`src/rtl/mux_pkg.sv`:
```
// Shared types and helpers for the pipelined N-way selector.
package mux_pkg;

  // Occupancy of the two-entry output buffer.
  typedef enum logic [1:0] {
    EMPTY = 2'd0,
    ONE   = 2'd1,
    TWO   = 2'd2
  } state_e;

  // Select width for an n-input mux; never narrower than one bit.
  function automatic int unsigned sel_width(input int unsigned n);
    return (n < 2) ? 1 : $clog2(n);
  endfunction

endpackage

```
`src/rtl/mux_n_comb.sv`:
```
// Purely combinational N-way, WIDTH-bit selector.
// Any select value without a matching input falls back to the last input.
module mux_n_comb
  import mux_pkg::*;
#(
  parameter  int unsigned WIDTH  = 32,
  parameter  int unsigned NUM_IN = 8,
  localparam int unsigned SEL_W  = sel_width(NUM_IN)
) (
  input  logic [NUM_IN*WIDTH-1:0] i_data,
  input  logic [SEL_W-1:0]        i_sel,
  output logic [WIDTH-1:0]        o_data
);

  // Last input is the default; an exact index match overrides it.
  always_comb begin
    o_data = i_data[(NUM_IN-1)*WIDTH +: WIDTH];
    for (int k = 0; k < int'(NUM_IN); k++) begin
      if (i_sel == SEL_W'(k)) begin
        o_data = i_data[k*WIDTH +: WIDTH];
      end
    end
  end

endmodule

```
`src/rtl/mux_n_pipe.sv`:
```
// N-input selector with a registered output and valid/ready on both sides.
// A two-entry skid buffer keeps full throughput while in_ready stays registered.
// Optional macro MUX_SEL_CHECK_EN: out-of-range selects store zero and raise a
// sticky sel_err; without it they pick the last input and sel_err is tied low.
module mux_n_pipe
  import mux_pkg::*;
#(
  parameter  int unsigned WIDTH  = 32,
  parameter  int unsigned NUM_IN = 8,
  localparam int unsigned SEL_W  = sel_width(NUM_IN)
) (
  input  logic                    clk,
  input  logic                    reset,
  input  logic                    in_valid,
  output logic                    in_ready,
  input  logic [NUM_IN*WIDTH-1:0] in_data,
  input  logic [SEL_W-1:0]        in_sel,
  output logic                    out_valid,
  input  logic                    out_ready,
  output logic [WIDTH-1:0]        out_data,
  output logic                    sel_err
);

  state_e            r_state;
  logic [WIDTH-1:0]  r_main;
  logic [WIDTH-1:0]  r_skid;
  logic              r_in_ready;
  logic              r_out_valid;
  logic              r_sel_err;

  logic [WIDTH-1:0]  w_mux_data;
  logic [WIDTH-1:0]  w_sel_data;
  logic              w_accept;
  logic              w_emit;

  assign w_accept = in_valid & r_in_ready;
  assign w_emit   = r_out_valid & out_ready;

  mux_n_comb #(
    .WIDTH  (WIDTH),
    .NUM_IN (NUM_IN)
  ) u_sel (
    .i_data (in_data),
    .i_sel  (in_sel),
    .o_data (w_mux_data)
  );

`ifdef MUX_SEL_CHECK_EN
  localparam logic [SEL_W:0] LP_NUM_IN = (SEL_W+1)'(NUM_IN);
  logic w_oor;

  // Out-of-range select replaces the item with zero.
  assign w_oor      = ({1'b0, in_sel} >= LP_NUM_IN);
  assign w_sel_data = w_oor ? '0 : w_mux_data;

  // Sticky error flag, cleared only by reset.
  always_ff @(posedge clk) begin
    if (reset) begin
      r_sel_err <= 1'b0;
    end else if (w_accept && w_oor) begin
      r_sel_err <= 1'b1;
    end
  end
`else
  assign w_sel_data = w_mux_data;

  // Error reporting disabled in this build.
  always_ff @(posedge clk) begin
    r_sel_err <= 1'b0;
  end
`endif

  // Buffer occupancy FSM: main register feeds the output, skid absorbs one stall.
  always_ff @(posedge clk) begin
    if (reset) begin
      r_state     <= EMPTY;
      r_main      <= '0;
      r_skid      <= '0;
      r_in_ready  <= 1'b1;
      r_out_valid <= 1'b0;
    end else begin
      case (r_state)
        EMPTY: begin
          if (w_accept) begin
            r_main      <= w_sel_data;
            r_state     <= ONE;
            r_out_valid <= 1'b1;
          end
        end
        ONE: begin
          if (w_accept && !w_emit) begin
            r_skid     <= w_sel_data;
            r_state    <= TWO;
            r_in_ready <= 1'b0;
          end else if (w_emit && !w_accept) begin
            r_state     <= EMPTY;
            r_out_valid <= 1'b0;
          end else if (w_emit && w_accept) begin
            r_main <= w_sel_data;
          end
        end
        TWO: begin
          if (w_emit) begin
            r_main     <= r_skid;
            r_state    <= ONE;
            r_in_ready <= 1'b1;
          end
        end
        default: begin
          r_state     <= EMPTY;
          r_in_ready  <= 1'b1;
          r_out_valid <= 1'b0;
        end
      endcase
    end
  end

  assign in_ready  = r_in_ready;
  assign out_valid = r_out_valid;
  assign out_data  = r_main;
  assign sel_err   = r_sel_err;

endmodule
```
`config.mk`:
```
export PLATFORM = sky130hd
export DESIGN_NAME = mux_n_pipe
export DESIGN_NICKNAME = d
export VERILOG_FILES = /design/src/rtl/mux_pkg.sv /design/src/rtl/mux_n_comb.sv /design/src/rtl/mux_n_pipe.sv
export SDC_FILE = /design/constraint.sdc
export NUM_CORES = 1
export LEC_CHECK = 0
export ABC_AREA = 1
export BUFFER_PORTS_ARGS = -buffer_cell sky130_fd_sc_hd__clkbuf_2
export CORE_AREA = 2 2 117 119
export CTS_CLUSTER_SIZE = 16
export DETAILED_ROUTE_END_ITERATION = 10
export DIE_AREA = 0 0 119 121
export PLACE_DENSITY = 0.77
export SLEW_MARGIN = 0
export SYNTH_ARGS = -nofsm -noshare
export SYNTH_HDL_FRONTEND = slang
export SYNTH_SLANG_ARGS = --single-unit
```
`constraint.sdc`:
```
create_clock -name clk -period 5.27 [get_ports clk]
set_input_delay 0.527 -clock clk [delete_from_list [all_inputs] [get_ports clk]]
set_output_delay 0.527 -clock clk [all_outputs]
set_load 0.02 [all_outputs]
```
==> run summary, run 1 <==
max_slew headroom - 25.9%
row count - 42
Clock Skews - 7.38 ps
maximum vdd ir drop - 0.000166 V
Fmax - 0.321 GHz
initial antenna violation count - 0
Root Driver - clkbuf_16
overall die area - 14400 sq um
CP Data Required Time - 5510 ps
vias - 7380
status - complete, no violations
max_cap viols - 0
fin. max-slew vios - 0
Syn Area/Cell - 5.45 sq um
Critical Path End Type - flop
synthesized flop and latch total - 68
Post CTS Setup Buffer Count - 0
grt total ovfl - 0
Detail Placement HPWL - 16300 um
min cycle time layout - 3110 ps
worst slew pin tran - 1110 ps
source of the worst register-to-register timing path - in_ready
Starting Density - 43.4%
first-pass GRT wire length - 33200 um
Die Width - 119 um
DR pass1 iterations - 7
CP Class - in2reg
setup violators final - 0
CTS Buffer Depth - 2
# hold bufs at CTS - 0
CP arrival - 3360 ps
pwr dens - 266 nW/um^2
HP Class - reg2reg
clk_lat worst skew - 330 ps
crit path launch type - input pin
RR Endpoint - out_data[10]
Yosys top cell area share - 24.0%
HP Start - out_data[11]
largest net degree at the start of global routing - 65
RSZ-0062 raised after global routing - false
Hold Path Depth - 2
Syn Inst Count - 1041
Sink Count - 68
final setup TNS - 0 ps
Residual DRC - 0
CTS clk-pin slew, worst paths - 50 ps
leading area contributor after synthesis - dfxtp_1
post-CTS sizing - 0
Top-Level Pins - 298
fin cells - 1466
global-route usage over all layers - 28.9%
Worst R2R Path Depth - 10
P&R area growth vs syn - 30.8%
number of distinct library cells after synthesis - 26
r2r setup slk - 2760 ps
final net count - 1551
Crit Path Max Fanout - 35
cts bufs inserted - 9
Leakage - 4.33 nW
Hold Crit Endpoint - out_data[11]
Die Ht - 121 um
pre-CTS WS - 1880 ps
Synth Cell Area - 5680 sq um
top area cells in the synthesized netlist - dfxtp_1 24%, nand2_1 22%, nand3_1 13%, nor2_1 10%, a21oi_1 6.6%
Synth Warn # - 0
Core ar. - 13100 sq um
Final ANT Viol Nets - 0
Mapped Nets - 1307
Overall Power - 1.98 mW
CTS tree - built
average wire per standard cell - 14.4 um
CTS HTree Levels - 3
final hold violations - 0
vias in the first global route - 6805
DR iter-0 viols - 582
Final Cycle Share - 59.1%
share of cells above drive strength 1 - 28.2%
RePlAce Congestion - 0.960
total wire length - 21100 um
post-synthesis sequential area ratio - 24.0%
# port buffers - 296
placed cells - 1450
Via density - 5.03
setup slack after layout - 2160 ps
ANT cells - 0
==> per-stage QoR <==
stage          cell area, sq um  utilization [%]  hold slack, ps
6_report                   7420             56.7             465
5_1_grt                    7420             56.7             480
4_1_cts                    7420             56.7             463
3_5_place_dp               7120             54.4             455
3_3_place_gp               7120             54.4             454
2_1_floorplan              5680                -             468
==> flip-flops by register name, indices dropped and copies added (netlist names) <==
signal and cells:
r_skid 32, out_valid 1, r_state 2, in_ready 1, out_data 32
==> power breakdown <==
| part | internal [mW] | leakage (nW) | switching [mW] |
|---|---|---|---|
| clock network | 0.368 | 0.138 | 0.238 |
| logic | 0.268 | 3.64 | 0.455 |
| registers | 0.599 | 0.558 | 0.0469 |
| total | 1.24 | 4.33 | 0.740 |
==> synth_stat cells <==
master,count
inv_1,74
conb_1,1
dfxtp_1,68
nand3_1,142
nand3b_1,16
nand2_2,2
nand2_1,330
or2_1,9
nor3_4,1
buf_1,10
or2_2,33
nor2_1,156
a211oi_1,1
a21oi_1,75
buf_4,7
a32oi_1,1
clkbuf_1,38
clkinv_1,1
inv_2,9
o211ai_1,18
nor2_4,1
ha_1,3
o21ai_0,19
buf_2,13
or2_0,12
o21a_1,1
==> cell families after synthesis <==
family / synth area share, %
other: 0.0660
DFF: 24.0
and+or+nand+nor: 53.4
AOI/OAI and AO/OA: 11.1
buffers and inverters: 10.8
adders and majority gates: 0.661
==> layer usage <==
layer / vias to the layer above / track usage [%] / part of all wire [%]
met2: 349 / 48.4 / 46
met3: 74 / 5.87 / 7.7
met1: 3184 / 35.8 / 41
li1: 3773 / - / -
met5: - / 0 / 0
met4: 0 / 13.5 / 4.8
==> cell usage in the layout, fill, tap and decap left out, drive strengths merged <==
master / instances
a211oi: 1
a21oi: 75
a32oi: 1
buf: 5
bufinv: 1
clkbuf: 305
clkinv: 2
clkinvlp: 3
conb: 1
dfxtp: 68
ha: 3
inv: 85
nand2: 332
nand3: 142
nand3b: 16
nor2: 157
nor3: 1
o211ai: 18
o21a: 1
o21ai: 19
or2: 54
==> worst max-delay path: stages <==
cell and delay, ps:
clkbuf_2 110, inv_2 400, nand2_1 720, inv_2 690
a21oi_1 80, nand2_1 110, nand3_1 80, nand3_1 120
nand2_1 80, nand2_1 70, nand2_1 80, nand2_1 60
nand2_1 70, a21oi_1 140
==> worst max-delay path by stage <==
stage,from,endpoint,slack (ps),depth (start not counted)
2_1_floorplan,in_valid,out_data[13],3230,10
3_3_place_gp,in_sel[2],out_data[7],1970,15
3_5_place_dp,in_sel[2],out_data[1],1880,14
4_1_cts,in_sel[2],out_data[1],2200,14
5_1_grt,in_sel[2],out_data[10],1850,14
6_report,in_sel[2],out_data[10],2160,14
==> cell type report <==
class / instances / area [sq um]
clock buffer: 9 / 225
sequential: 68 / 1360
timing repair buffer: 301 / 1520
tap: 176 / 220
fill: 1388 / 5660
clock inverter: 7 / 75.1
multi-input combinational: 821 / 3710
inverter: 84 / 315
Note: power is estimated with default switching activity, not from simulation.
==> run 2: changes to the inputs <==
--- a/config.mk
+++ b/config.mk
@@ -7,10 +7,10 @@
 export LEC_CHECK = 0
 export ABC_AREA = 1
 export BUFFER_PORTS_ARGS = -buffer_cell sky130_fd_sc_hd__clkbuf_2
-export CORE_AREA = 2 2 117 119
+export CORE_AREA = 2 2 120 122
 export CTS_CLUSTER_SIZE = 16
 export DETAILED_ROUTE_END_ITERATION = 10
-export DIE_AREA = 0 0 119 121
+export DIE_AREA = 0 0 122 124
 export PLACE_DENSITY = 0.77
 export SLEW_MARGIN = 0
 export SYNTH_ARGS = -nofsm -noshare
==> constraint.sdc (replaced) <==
create_clock -name clk -period 2.68 [get_ports clk]
set_input_delay 0.268 -clock clk [delete_from_list [all_inputs] [get_ports clk]]
set_output_delay 0.268 -clock clk [all_outputs]
set_load 0.02 [all_outputs]
==> run summary, run 2 (same netlist as run 1, synthesis figures left out) <==
status - complete, no violations
# port buffers - 296
Final ANT Viol Nets - 0
initial antenna violation count - 1
switching share of total power - 35.8%
filler cell count - 1437
slowest stage cell, crit path - buf_4
post-CTS sizing - 0
CTS HTree Levels - 3
CP Data Required Time - 2930 ps
source of the worst register-to-register timing path - in_ready
largest net degree at the start of global routing - 65
Top-Level Pins - 298
WP depth - 10
HP Start - in_data[199]
Via density - 4.97
global-route usage over all layers - 28.1%
vias in the first global route - 6924
Reg power frac - 31.9%
Starting Density - 41.4%
CP Class - reg2reg
grt total ovfl - 0
commonest non-fill, non-tap cell in the layout - nand2_1
fin. max-slew vios - 0
family with the most delay on the worst path - simple AND/OR/NAND/NOR gates
crit path launch type - flop
CP dominant cell by count - nand2_1
row count - 43
final setup TNS - 0 ps
NetSw - 1.43 mW
CP peak stage delay - 330 ps
DR iter-0 viols - 550
combinational power share - 36.3%
max_slew headroom - 55.0%
CTS clk-pin slew, worst paths - 60 ps
pwr dens - 525 nW/um^2
Residual DRC - 0
average wire per standard cell - 14.4 um
Die Ht - 124 um
Clock Skews - 9.98 ps
max_cap viols - 0
clock share of power - 31.8%
first-pass GRT wire length - 33500 um
RePlAce Congestion - 0.927
DR pass1 iterations - 6
maximum vdd ir drop - 0.000327 V
final net count - 1568
clk_lat worst skew - 330 ps
vias - 7395
Overall Power - 4.00 mW
final hold violations - 0
Hold Path Depth - 4
Final Cycle Share - 78.4%
min cycle time layout - 2100 ps
CP arrival - 2350 ps
worst slew pin tran - 675 ps
Detail Placement HPWL - 16800 um
Post CTS Setup Buffer Count - 0
RSZ-0062 raised after global routing - false
Die Width - 122 um
Bufs and invs on worst path - 2
cts bufs inserted - 9
Fmax - 0.476 GHz
CTS Buffer Depth - 2
Critical Path End Type - flop
setup violators final - 0
CTS tree - built
overall die area - 15100 sq um
crit-path cells - nand2_1 -> inv_1 -> ha_1 -> or2_2 -> o21ai_0 -> nand3_2 -> buf_4 -> nor2_1 -> nand2_1 -> a21oi_1
ANT cells - 0
Worst R2R Path Depth - 10
source of the critical timing path - in_ready
hold_ws - 300 ps
HP Class - in2reg
Leakage - 4.44 nW
Core ar. - 13700 sq um
Root Driver - clkbuf_16
Power Internal - 2.57 mW
total wire length - 21300 um
share of cells above drive strength 1 - 29.0%
Crit Path Max Fanout - 64
P&R area growth vs syn - 34.1%
commonest non-fill, non-tap cells in the layout - 330 x nand2_1, 296 x clkbuf_2, 156 x nor2_1
# hold bufs at CTS - 0
Sink Count - 68
run 2: power groups by stage:
stage          clock network, mW  registers (mW)  logic, mW
5_1_grt                     1.34            1.29       1.64
3_3_place_gp                   0            1.29       1.44
4_1_cts                     1.29            1.27       1.46
6_report                    1.27            1.28       1.45
2_1_floorplan                  0            1.39      0.804
3_5_place_dp                   0            1.29       1.45
run 2: stage by stage:
step	worst slack [ps]	utilization, %	std cells	cell area (sq um)
2_1_floorplan	719	-	1041	5680
3_3_place_gp	552	53.2	1471	7290
3_5_place_dp	499	53.2	1471	7290
4_1_cts	607	55.5	1487	7610
5_1_grt	417	55.5	1487	7610
6_report	578	55.5	1487	7610
run 2: routing by layer:
| layer | GRT usage [%] | up-vias | wire length [um] |
|---|---|---|---|
| met5 | 0 | - | 0 |
| met2 | 49.1 | 333 | 10200 |
| met3 | 7.97 | 50 | 1990 |
| li1 | - | 3810 | - |
| met4 | 10.1 | 0 | 688 |
| met1 | 33.0 | 3202 | 8520 |
run 2: path summary, 6_finish.rpt:
kind,end,slack (ps)
worst max-delay path,out_data[10],580
worst min register to register,out_data[2],470
worst min-delay path,r_skid[7],300
worst max register to register,out_data[10],580
run 2: final cells by class:
class / count / area, sq um / area share [%]
flip-flops and latches: 68 / 1360 / 17.9
inverters: 84 / 315 / 4.14
clock buffers: 12 / 246 / 3.24
clock inverters: 4 / 72.6 / 0.953
well taps: 180 / 225 / 2.96
multi-input cells: 821 / 3710 / 48.7
repair buffers: 318 / 1680 / 22.1
run 2: worst reg2reg max path: stages (launching register included):
cell     delay (ps)
dfxtp_1         320
nand2_1         110
inv_1            90
ha_1            220
or2_2           290
o21ai_0         190
nand3_2          70
buf_4           330
nor2_1          210
nand2_1          70
a21oi_1         130
